<file path="src/rtl/ham_8_4_pkg.sv">
// Hamming(8,4) SECDED shared definitions.
// Holds the check-bit function used by both the encoder and the decoder,
// and the syndrome value that points at each codeword bit.
package ham_8_4_pkg;

  // Syndrome values {s2,s1,s0} naming the erroneous bit position.
  localparam logic [2:0] SYN_NONE = 3'd0;
  localparam logic [2:0] SYN_C0   = 3'd1;
  localparam logic [2:0] SYN_C1   = 3'd2;
  localparam logic [2:0] SYN_D0   = 3'd3;
  localparam logic [2:0] SYN_C2   = 3'd4;
  localparam logic [2:0] SYN_D1   = 3'd5;
  localparam logic [2:0] SYN_D2   = 3'd6;
  localparam logic [2:0] SYN_D3   = 3'd7;

  // Returns {p3,p2,p1,p0}. p3 makes the full 8-bit codeword parity even.
  function automatic logic [3:0] ham_8_4_parity(input logic [3:0] d);
    logic [3:0] p;
    p[0] = d[0] ^ d[1] ^ d[3];
    p[1] = d[0] ^ d[2] ^ d[3];
    p[2] = d[1] ^ d[2] ^ d[3];
    p[3] = d[0] ^ d[1] ^ d[2];
    return p;
  endfunction

endpackage

</file>
<file path="src/rtl/ham_check_8_4.sv">
// Combinational Hamming(8,4) SECDED checker.
// Ports:
//   data_i           received data bits d[3:0]
//   code_i           received check bits {c3,c2,c1,c0}
//   error_o          any error detected (single or double)
//   fatal_o          uncorrectable double error
//   corrected_data_o data with a single data-bit error repaired
module ham_check_8_4
  import ham_8_4_pkg::*;
(
  input  logic [3:0] data_i,
  input  logic [3:0] code_i,
  output logic       error_o,
  output logic       fatal_o,
  output logic [3:0] corrected_data_o
);

  logic [3:0] expect_code;
  logic [2:0] syndrome;
  logic       overall;

  // Recomputing the check bits and XORing with the received ones yields
  // exactly the s0..s2 equations; bit 3 is not used for the syndrome.
  assign expect_code = ham_8_4_parity(data_i);
  assign syndrome    = expect_code[2:0] ^ code_i[2:0];
  assign overall     = (^data_i) ^ (^code_i);

  always_comb begin
    error_o          = 1'b0;
    fatal_o          = 1'b0;
    corrected_data_o = data_i;
    if (syndrome == SYN_NONE) begin
      // Clean, or only c3 flipped: data is already good.
      error_o = overall;
    end else if (!overall) begin
      // Nonzero syndrome with even parity means two bits flipped.
      error_o = 1'b1;
      fatal_o = 1'b1;
    end else begin
      error_o = 1'b1;
      case (syndrome)
        SYN_D0:  corrected_data_o[0] = ~data_i[0];
        SYN_D1:  corrected_data_o[1] = ~data_i[1];
        SYN_D2:  corrected_data_o[2] = ~data_i[2];
        SYN_D3:  corrected_data_o[3] = ~data_i[3];
        default: corrected_data_o = data_i;  // check-bit error
      endcase
    end
  end

endmodule

</file>
<file path="src/rtl/ham_8_4_codec.sv">
// Registered Hamming(8,4) SECDED codec, one cycle latency on each path.
// Ports:
//   clk, reset        clock and synchronous active-high reset
//   enc_data_i        data to encode
//   enc_code_o        registered check bits {p3,p2,p1,p0}
//   dec_valid_i       decode inputs valid this cycle
//   dec_data_i        received data bits
//   dec_code_i        received check bits
//   dec_valid_o       dec_valid_i delayed one cycle
//   error_o           any error, qualified by valid
//   fatal_o           double error, qualified by valid
//   corrected_data_o  corrected data (registered regardless of valid)
//   err_cnt_o         saturating count of corrected single errors
//   fatal_cnt_o       saturating count of double errors
module ham_8_4_codec
  import ham_8_4_pkg::*;
#(
  parameter int CNT_W = 8
) (
  input  logic             clk,
  input  logic             reset,
  input  logic [3:0]       enc_data_i,
  output logic [3:0]       enc_code_o,
  input  logic             dec_valid_i,
  input  logic [3:0]       dec_data_i,
  input  logic [3:0]       dec_code_i,
  output logic             dec_valid_o,
  output logic             error_o,
  output logic             fatal_o,
  output logic [3:0]       corrected_data_o,
  output logic [CNT_W-1:0] err_cnt_o,
  output logic [CNT_W-1:0] fatal_cnt_o
);

  logic       chk_error;
  logic       chk_fatal;
  logic [3:0] chk_data;

  ham_check_8_4 u_check (
    .data_i           (dec_data_i),
    .code_i           (dec_code_i),
    .error_o          (chk_error),
    .fatal_o          (chk_fatal),
    .corrected_data_o (chk_data)
  );

  always_ff @(posedge clk) begin
    if (reset) begin
      enc_code_o       <= '0;
      dec_valid_o      <= 1'b0;
      error_o          <= 1'b0;
      fatal_o          <= 1'b0;
      corrected_data_o <= '0;
      err_cnt_o        <= '0;
      fatal_cnt_o      <= '0;
    end else begin
      enc_code_o       <= ham_8_4_parity(enc_data_i);
      dec_valid_o      <= dec_valid_i;
      error_o          <= dec_valid_i & chk_error;
      fatal_o          <= dec_valid_i & chk_fatal;
      corrected_data_o <= chk_data;
      // Fatal wins, so a double error never also bumps the single count.
      if (dec_valid_i && chk_fatal) begin
        if (fatal_cnt_o != '1) fatal_cnt_o <= fatal_cnt_o + CNT_W'(1);
      end else if (dec_valid_i && chk_error) begin
        if (err_cnt_o != '1) err_cnt_o <= err_cnt_o + CNT_W'(1);
      end
    end
  end

endmodule

</file>
<file path="config.mk">
export PLATFORM = sky130hd
export DESIGN_NAME = ham_8_4_codec
export DESIGN_NICKNAME = d
export VERILOG_FILES = /design/src/rtl/ham_8_4_pkg.sv /design/src/rtl/ham_check_8_4.sv /design/src/rtl/ham_8_4_codec.sv
export SDC_FILE = /design/constraint.sdc
export NUM_CORES = 1
export LEC_CHECK = 0
export BUFFER_PORTS_ARGS = -buffer_cell sky130_fd_sc_hd__buf_2
export CORE_MARGIN = 4
export CORE_UTILIZATION = 48
export CTS_BUF_LIST = sky130_fd_sc_hd__clkbuf_4 sky130_fd_sc_hd__clkbuf_8
export DETAILED_ROUTE_END_ITERATION = 10
export HOLD_SLACK_MARGIN = 0.15
export PLACE_DENSITY = 0.82
export RECOVER_POWER = 100
export SLEW_MARGIN = 20
export SYNTH_ARGS = -nofsm -noshare
export SYNTH_HDL_FRONTEND = slang
export SYNTH_SLANG_ARGS = --single-unit
</file>
<file path="constraint.sdc">
create_clock -name clk -period 1.8 [get_ports clk]
set_input_delay 0.27 -clock clk [delete_from_list [all_inputs] [get_ports clk]]
set_output_delay 0.27 -clock clk [all_outputs]
set_load 0.02 [all_outputs]
</file>
# [Word-level counts from Yosys, hierarchy flattened]
# Index checks and enable logic that the tools add are counted.
[op_classes] add_sub_neg=2 n_eq_ne=6 mux=9 n_bitwise=22 reduce_logical=7
[ops] op="8-bit by 1-bit adder with 8-bit output, second input constant" n=2
[ops] op="8-bit != test, second input constant" n=2
[ops] op="1-bit XOR" n=14
[ops] op="3-bit == test, second input constant" n=3
[ops] op="4-bit two-way mux" n=2
[ops] op="4-bit parity" n=2
[ops] op="1-bit two-way mux" n=7
[ops] op="1-bit NOT" n=5
[ops] op="3-bit by 2-bit == test with 1-bit output, second input constant" n=1
[ops] op="3-bit zero test" n=1
[ops] op="3-bit AND reduction" n=1
[ops] op="3-bit XOR" n=1
[ops] op="1-bit bitwise AND" n=2
[ops] op="1-bit logical AND" n=2
[ops] op="2-bit AND reduction" n=1
[word_totals] reg_bits=27 input_bits=15

# [Longest topological paths before layout]
[logic_depth] ltp_word=8 depth_mapped=6 ltp_nobuf=6

# [By module]
# Synthesis repeated with hierarchy kept, for this count alone.
[hier_totals] hier_cells=148 area_unflattened_um2=1396.3
[modules_own_cells] module="ham_8_4_codec" n_inst=1 cells_per_inst=114 area_each_um2=1112.3 seq_area_each_um2=540.5
[modules_own_cells] module="ham_check_8_4" n_inst=1 cells_per_inst=34 area_each_um2=284.0 seq_area_each_um2=0.0

# [Least setup slack after synthesis]
# No wires, ideal clock.
[synth_path] kind="in2reg" from="input port dec_data_i[0]" to="register fatal_cnt_o[0]" setup_ps=121 arrival_time_ps=1769 required_ps=1679 path_slack_ps=-90 cell_stages=5 n_path_buf=0 path_cell_list="xnor2_1 xor2_2 o2111ai_1 a21boi_0 mux2_2"
[synth_via] elab_chain_cells=7 word_cells_on_any_way=12 classes_between="2 x mux; 6 x bitwise; 4 x reduce/logical"
[synth_rtl] item="start: declaration" line_no="ham_8_4_codec.sv:25" text="input logic [3:0] dec_data_i,"
[synth_rtl] item="1-bit XOR (on tied branches)"
[synth_rtl] item="1-bit XOR (on tied branches)" line_no="ham_8_4_pkg.sv:19, ham_8_4_pkg.sv:20"
[synth_rtl] item="3-bit XOR" line_no="ham_check_8_4.sv:25" text="assign syndrome = expect_code[2:0] ^ code_i[2:0];"
[synth_rtl] item="3-bit zero test" line_no="ham_check_8_4.sv:32" text="if (syndrome == SYN_NONE) begin"
[synth_rtl] item="1-bit two-way mux *" line_no="ham_check_8_4.sv:32"
[synth_rtl] item="1-bit logical AND *" line_no="ham_8_4_codec.sv:63" text="if (dec_valid_i && chk_fatal) begin"
[synth_rtl] item="2-bit AND reduction (no source line) *"
[synth_rtl] item="end signal: assignment" line_no="ham_8_4_codec.sv:64" text="if (fatal_cnt_o != '1) fatal_cnt_o <= fatal_cnt_o + CNT_W'(1);"
[synth_rtl] item="end: declaration" line_no="ham_8_4_codec.sv:32" text="output logic [CNT_W-1:0] fatal_cnt_o"
# Every way passes the cells marked *; elsewhere a longest branch is shown, timed or not.
# A chain may end at the register's enable or synchronous reset.

# [Worst setup path after layout]
[layout_path] from="register err_cnt_o[0]" to="register err_cnt_o[5]"
[layout_via] elab_chain_cells=2 word_cells_on_any_way=3 classes_between="1 x add/sub; 1 x eq/ne; 1 x reduce/logical"
[layout_rtl] item="start: declaration" line_no="ham_8_4_codec.sv:31" text="output logic [CNT_W-1:0] err_cnt_o,"
[layout_rtl] item="start signal: assignment" line_no="ham_8_4_codec.sv:66" text="if (err_cnt_o != '1) err_cnt_o <= err_cnt_o + CNT_W'(1);"
[layout_rtl] item="parallel branches: the longest is 2 deep, another holds 8-bit by 1-bit adder with 8-bit output"
# Parallel ways; which one is timed is not known.

==> reports/results.env <==
RUN_STATUS='complete, no violations'
FINAL_HOLD_VIOL_COUNT=0
DRT_ITER0_DRC=75
FF_LATCH_AREA_UM2=542
FP.DIEW_UM=63.4
POWER.SWITCHING_mW=0.458
MAX_CAP_VIOLATIONS=0
DIEAREA_UM2=4020
POWER.SWITCHING_FRACTION_PCT=33.5
PIN_COUNT_OF_THE_BIGGEST_NET_ENTERING_GLOBAL_ROUTING=37
FIN_WORST_SKEW_NS=0.00338
CRITPATHKIND='flip-flop to flip-flop'
YOSYS.AREA.TOP_TYPE_SHARE_PCT=36.6
SYN-CELL-AREA_UM2=1480
MAXIMUM_FREQUENCY_FROM_STATIC_TIMING_ANALYSIS_MHz=590
WIRE_LENGTH_OF_THE_FIRST_GLOBAL_ROUTING_PASS_UM=5480
POWER.INTERNAL_mW=0.912
RRSETUPSLACK_NS=0.11
FINALHOLDWORSTSLACK_NS=0.201
CTS.HOLD.BUFFERS_ADDED=0
SYNTHESIS.AREA_PER_INSTANCE_UM2=9.11
CPMAXSTAGEDELAYCELL='or4_1'
SETUP.WORST_PATH.START_CLASS='flip-flop'
VIAS=1328
TRITONCTS_NUM_SINKS=27
POWER.SHARE.CLOCK_PCT=19.8
POWER_PER_STANDARD_CELL_AREA_nW_PER_UM2=756
GRT_USE_TOTAL_PCT=16.8
FINAL_CELL_AREA_UM2=1810
YOSYSSEQAREASHARE_PCT=36.6
POSTCTSSETUPREPAIRBUFS=0
POST-DP-HPWL_UM=2430
COUNT_OF_ANTENNA_DIODES_IN_THE_LAYOUT=0
WORSTPATHCELLLIST='ha_1 > nand3_1 > nor2_1 > or2_2 > or4_1 > a21oi_1'
DIE_Y_UM=63.4
PLACEMENT.SETUP.WORST_SLACK_NS=-0.184
INITIAL_UTILIZATION_PCT=51.7
POWER_LEAKAGE_nW=0.685
CLOCK_PATH_BUFFERS=2
CLK_ROOT_BUF='clkbuf_4'
POST_SYNTH_MUX_AREA_SHARE_PCT=8.23
SYNTH_TOP_FAMILY_BY_AREA='simple AND/OR/NAND/NOR gates'
POST_ROUTE_ANTENNA_NET_VIOLATION_COUNT=0
SYNTH_COMPOUND_AREA_SHARE_PCT=8.99
CTS_TREE='yes'
ROUTE.DETAILED.DRC=0
FIRST_GLOBAL_VIAS=1265
GLOBALPLACE.CONGESTION=0.839
PERIOD_SHARE_PCT=94.1
CTS_INSERTED_BUFFERS=3
FLOP_PWR_SHARE_PCT=48.0
SYNTH_SIMPLE_GATE_AREA_SHARE_PCT=26.0
CP_DATA_REQUIRED_TIME_NS=2.08
PLACEMENT.CELL_AREA_UM2=1840
SYNTH_CELLS=162
IRDROPWORSTVDD_mV=0.374
SYNTH_XOR_AREA_SHARE_PCT=16.4
NETLIST.TOP_CELL.BY_AREA='dfxtp_1'
MULTI_INPUT_COMB_AREA_UM2=901
CRITICAL_PATH_BUF_INV_COUNT=0
NUMBER_OF_ANTENNA_VIOLATIONS_AT_THE_FIRST_CHECK_IN_GLOBAL_ROUTING=0
HTREE_LEVELS=1
IO_PINS=42
WL_PER_CELL_UM=12.6
CELL_FAMILY_CONTRIBUTING_THE_MOST_DELAY_ON_THE_CRITICAL_PATH='simple AND/OR/NAND/NOR gates'
POST-ROUTE-UTIL_PCT=63.6
GRT-OVFL-TOTAL=0
TIMING.MAX_SLEW.REL_SLACK_PCT=62.2
CLKSLEWWORSTSETUPHOLDPATHS_NS=0.15
FIRST_PASS_ITERS=4
IO_BUFFER_COUNT=41
CPPEAKSTAGEDELAY_NS=0.41
CLK-INSERTION-DELAY-LATE_NS=0.33
LAYOUT_CELLS_SIZED_ABOVE_1_PCT=21.9
SYNTH.AREA.TOP_CELLS='dfxtp_1 (37%), xnor2_1 (10%), mux2_2 (6.9%)'
FLOORPLAN.CORE_AREA_UM2=2850
CTS_RESIZED=0
SYNTH_CELL_TYPE_COUNT=36
FIN_WORST_SETUP_SLACK_NS=0.106
MAPPEDNETLISTNETS=179
VIAS_PER_CELL=5.31
POST_ROUTE_INSTS_NO_FILL=250
FLOORPLAN.ROWS=19
SETUP_VIOLATIONS=0
LAYOUT.FILLER_CELLS=273
WORST-SLEW-PIN-TRANSITION_NS=0.567
HOLDCRITPATHCLASS='primary input to flip-flop'
LAYOUT.NETS=237
SYNTH-ADDER-AREA-SHARE_PCT=1.70
WIRELENGTH_UM=3160
RSZ0062_AT_GRT='false'
YS_WARN_COUNT=0
YS_FF_LATCH=27
TIMING.CRITICAL_PATH.FANOUT_MAX=6
AREAGROWTHSYNTHTOFINISH_PCT=22.9
CRIT_PATH_END_KIND='flip-flop'
POWER.SHARE.COMBINATIONAL_PCT=32.1
PLACED_CELLS=246
CP_DATA_ARRIVAL_TIME_NS=1.97
DRV_SLEW=0
FINAL.MIN_CLOCK_PERIOD_NS=1.69
placed cells by master (no fill, tap or decap), drive strengths merged, types with 3 or more instances in the layout:
master,netlist,routed
clkbuf,4,35
dfxtp,27,27
buf,2,27
nor2,19,19
xnor2,18,18
a21oi,11,11
nor2b,10,10
mux2,9,9
nand4,7,7
xor2,7,7
nand3,6,6
nand2b,6,6
nand2,5,5
nor4b,3,3
o31ai,3,3
or4,3,3
cells in the mapped netlist (all sizes together):
cell type	n
mux2i	2
mux2	9
o21ai	2
or4	3
o31ai	3
and4	1
dfxtp	27
o21a	1
nor3b	1
ha	2
xor2	7
a21boi	1
and3	1
clkbuf	4
or4b	1
a221oi	1
inv	2
nor2b	10
a31oi	1
or2	1
nand3	6
nor4b	3
buf	2
or3	1
and4bb	1
o2111ai	1
a21oi	11
nand4	7
nor4	2
nand2b	6
nor2	19
nand2	5
xnor2	18
worst min-delay path, stage by stage:
cell and delay (ns):
buf_2 0.11, xnor2_1 0.07, nor2_1 0.07
per-layer routing:
| metal | part of all wire, % | GRT usage (%) | vias up |
|---|---|---|---|
| met3 | 4.1 | 1.78 | 2 |
| li1 | - | - | 686 |
| met1 | 44 | 20.3 | 607 |
| met5 | 0 | 0 | - |
| met4 | 0.70 | 8.09 | 0 |
| met2 | 51 | 29.3 | 33 |
registers in the layout, summed over array words and instances, names as in the netlist:
name and flops:
enc_code_o 4, fatal_o 1, error_o 1, dec_valid_o 1
err_cnt_o 8, corrected_data_o 4, fatal_cnt_o 8
final cells by class:
class / count / area share (%)
timing repair buffer: 59 / 16.2
clock inverter: 1 / 0.414
multi-input combinational: 127 / 49.7
tap: 31 / 2.14
inverter: 2 / 0.414
clock buffer: 3 / 1.24
sequential: 27 / 29.9
through the flow:
step,setup TNS [ns],power [mW]
after floorplan,0,0.952
after global placement,-0.761,1.12
after detailed placement,-1.30,1.13
after CTS,0,1.40
after global routing,0,1.45
final,0,1.37
worst paths after layout:
kind | startpoint | end | cells after the start
worst max-delay path | err_cnt_o[0] | err_cnt_o[5] | 6
worst min-delay path | enc_data_i[2] | enc_code_o[1] | 3
worst max register to register | err_cnt_o[0] | err_cnt_o[5] | 6
worst min register to register | err_cnt_o[6] | err_cnt_o[6] | 2
power groups by stage:
stage,clock (mW),sequential (mW),combinational [mW]
floorplan,0,0.719,0.233
global placement,0,0.667,0.451
detailed placement,0,0.669,0.463
CTS,0.278,0.656,0.465
global route,0.302,0.666,0.486
finish,0.272,0.658,0.440
kinds of logic after synthesis:
group | after synthesis
XOR/XNOR | 25
adder cells (fa/ha/maj) | 2
AND/OR/NAND/NOR | 68
flip-flops | 27
AO/OA/AOI/OAI | 21
buffers and inverters | 8
multiplexers | 11
No activity file was read; power rests on OpenSTA's default activity.
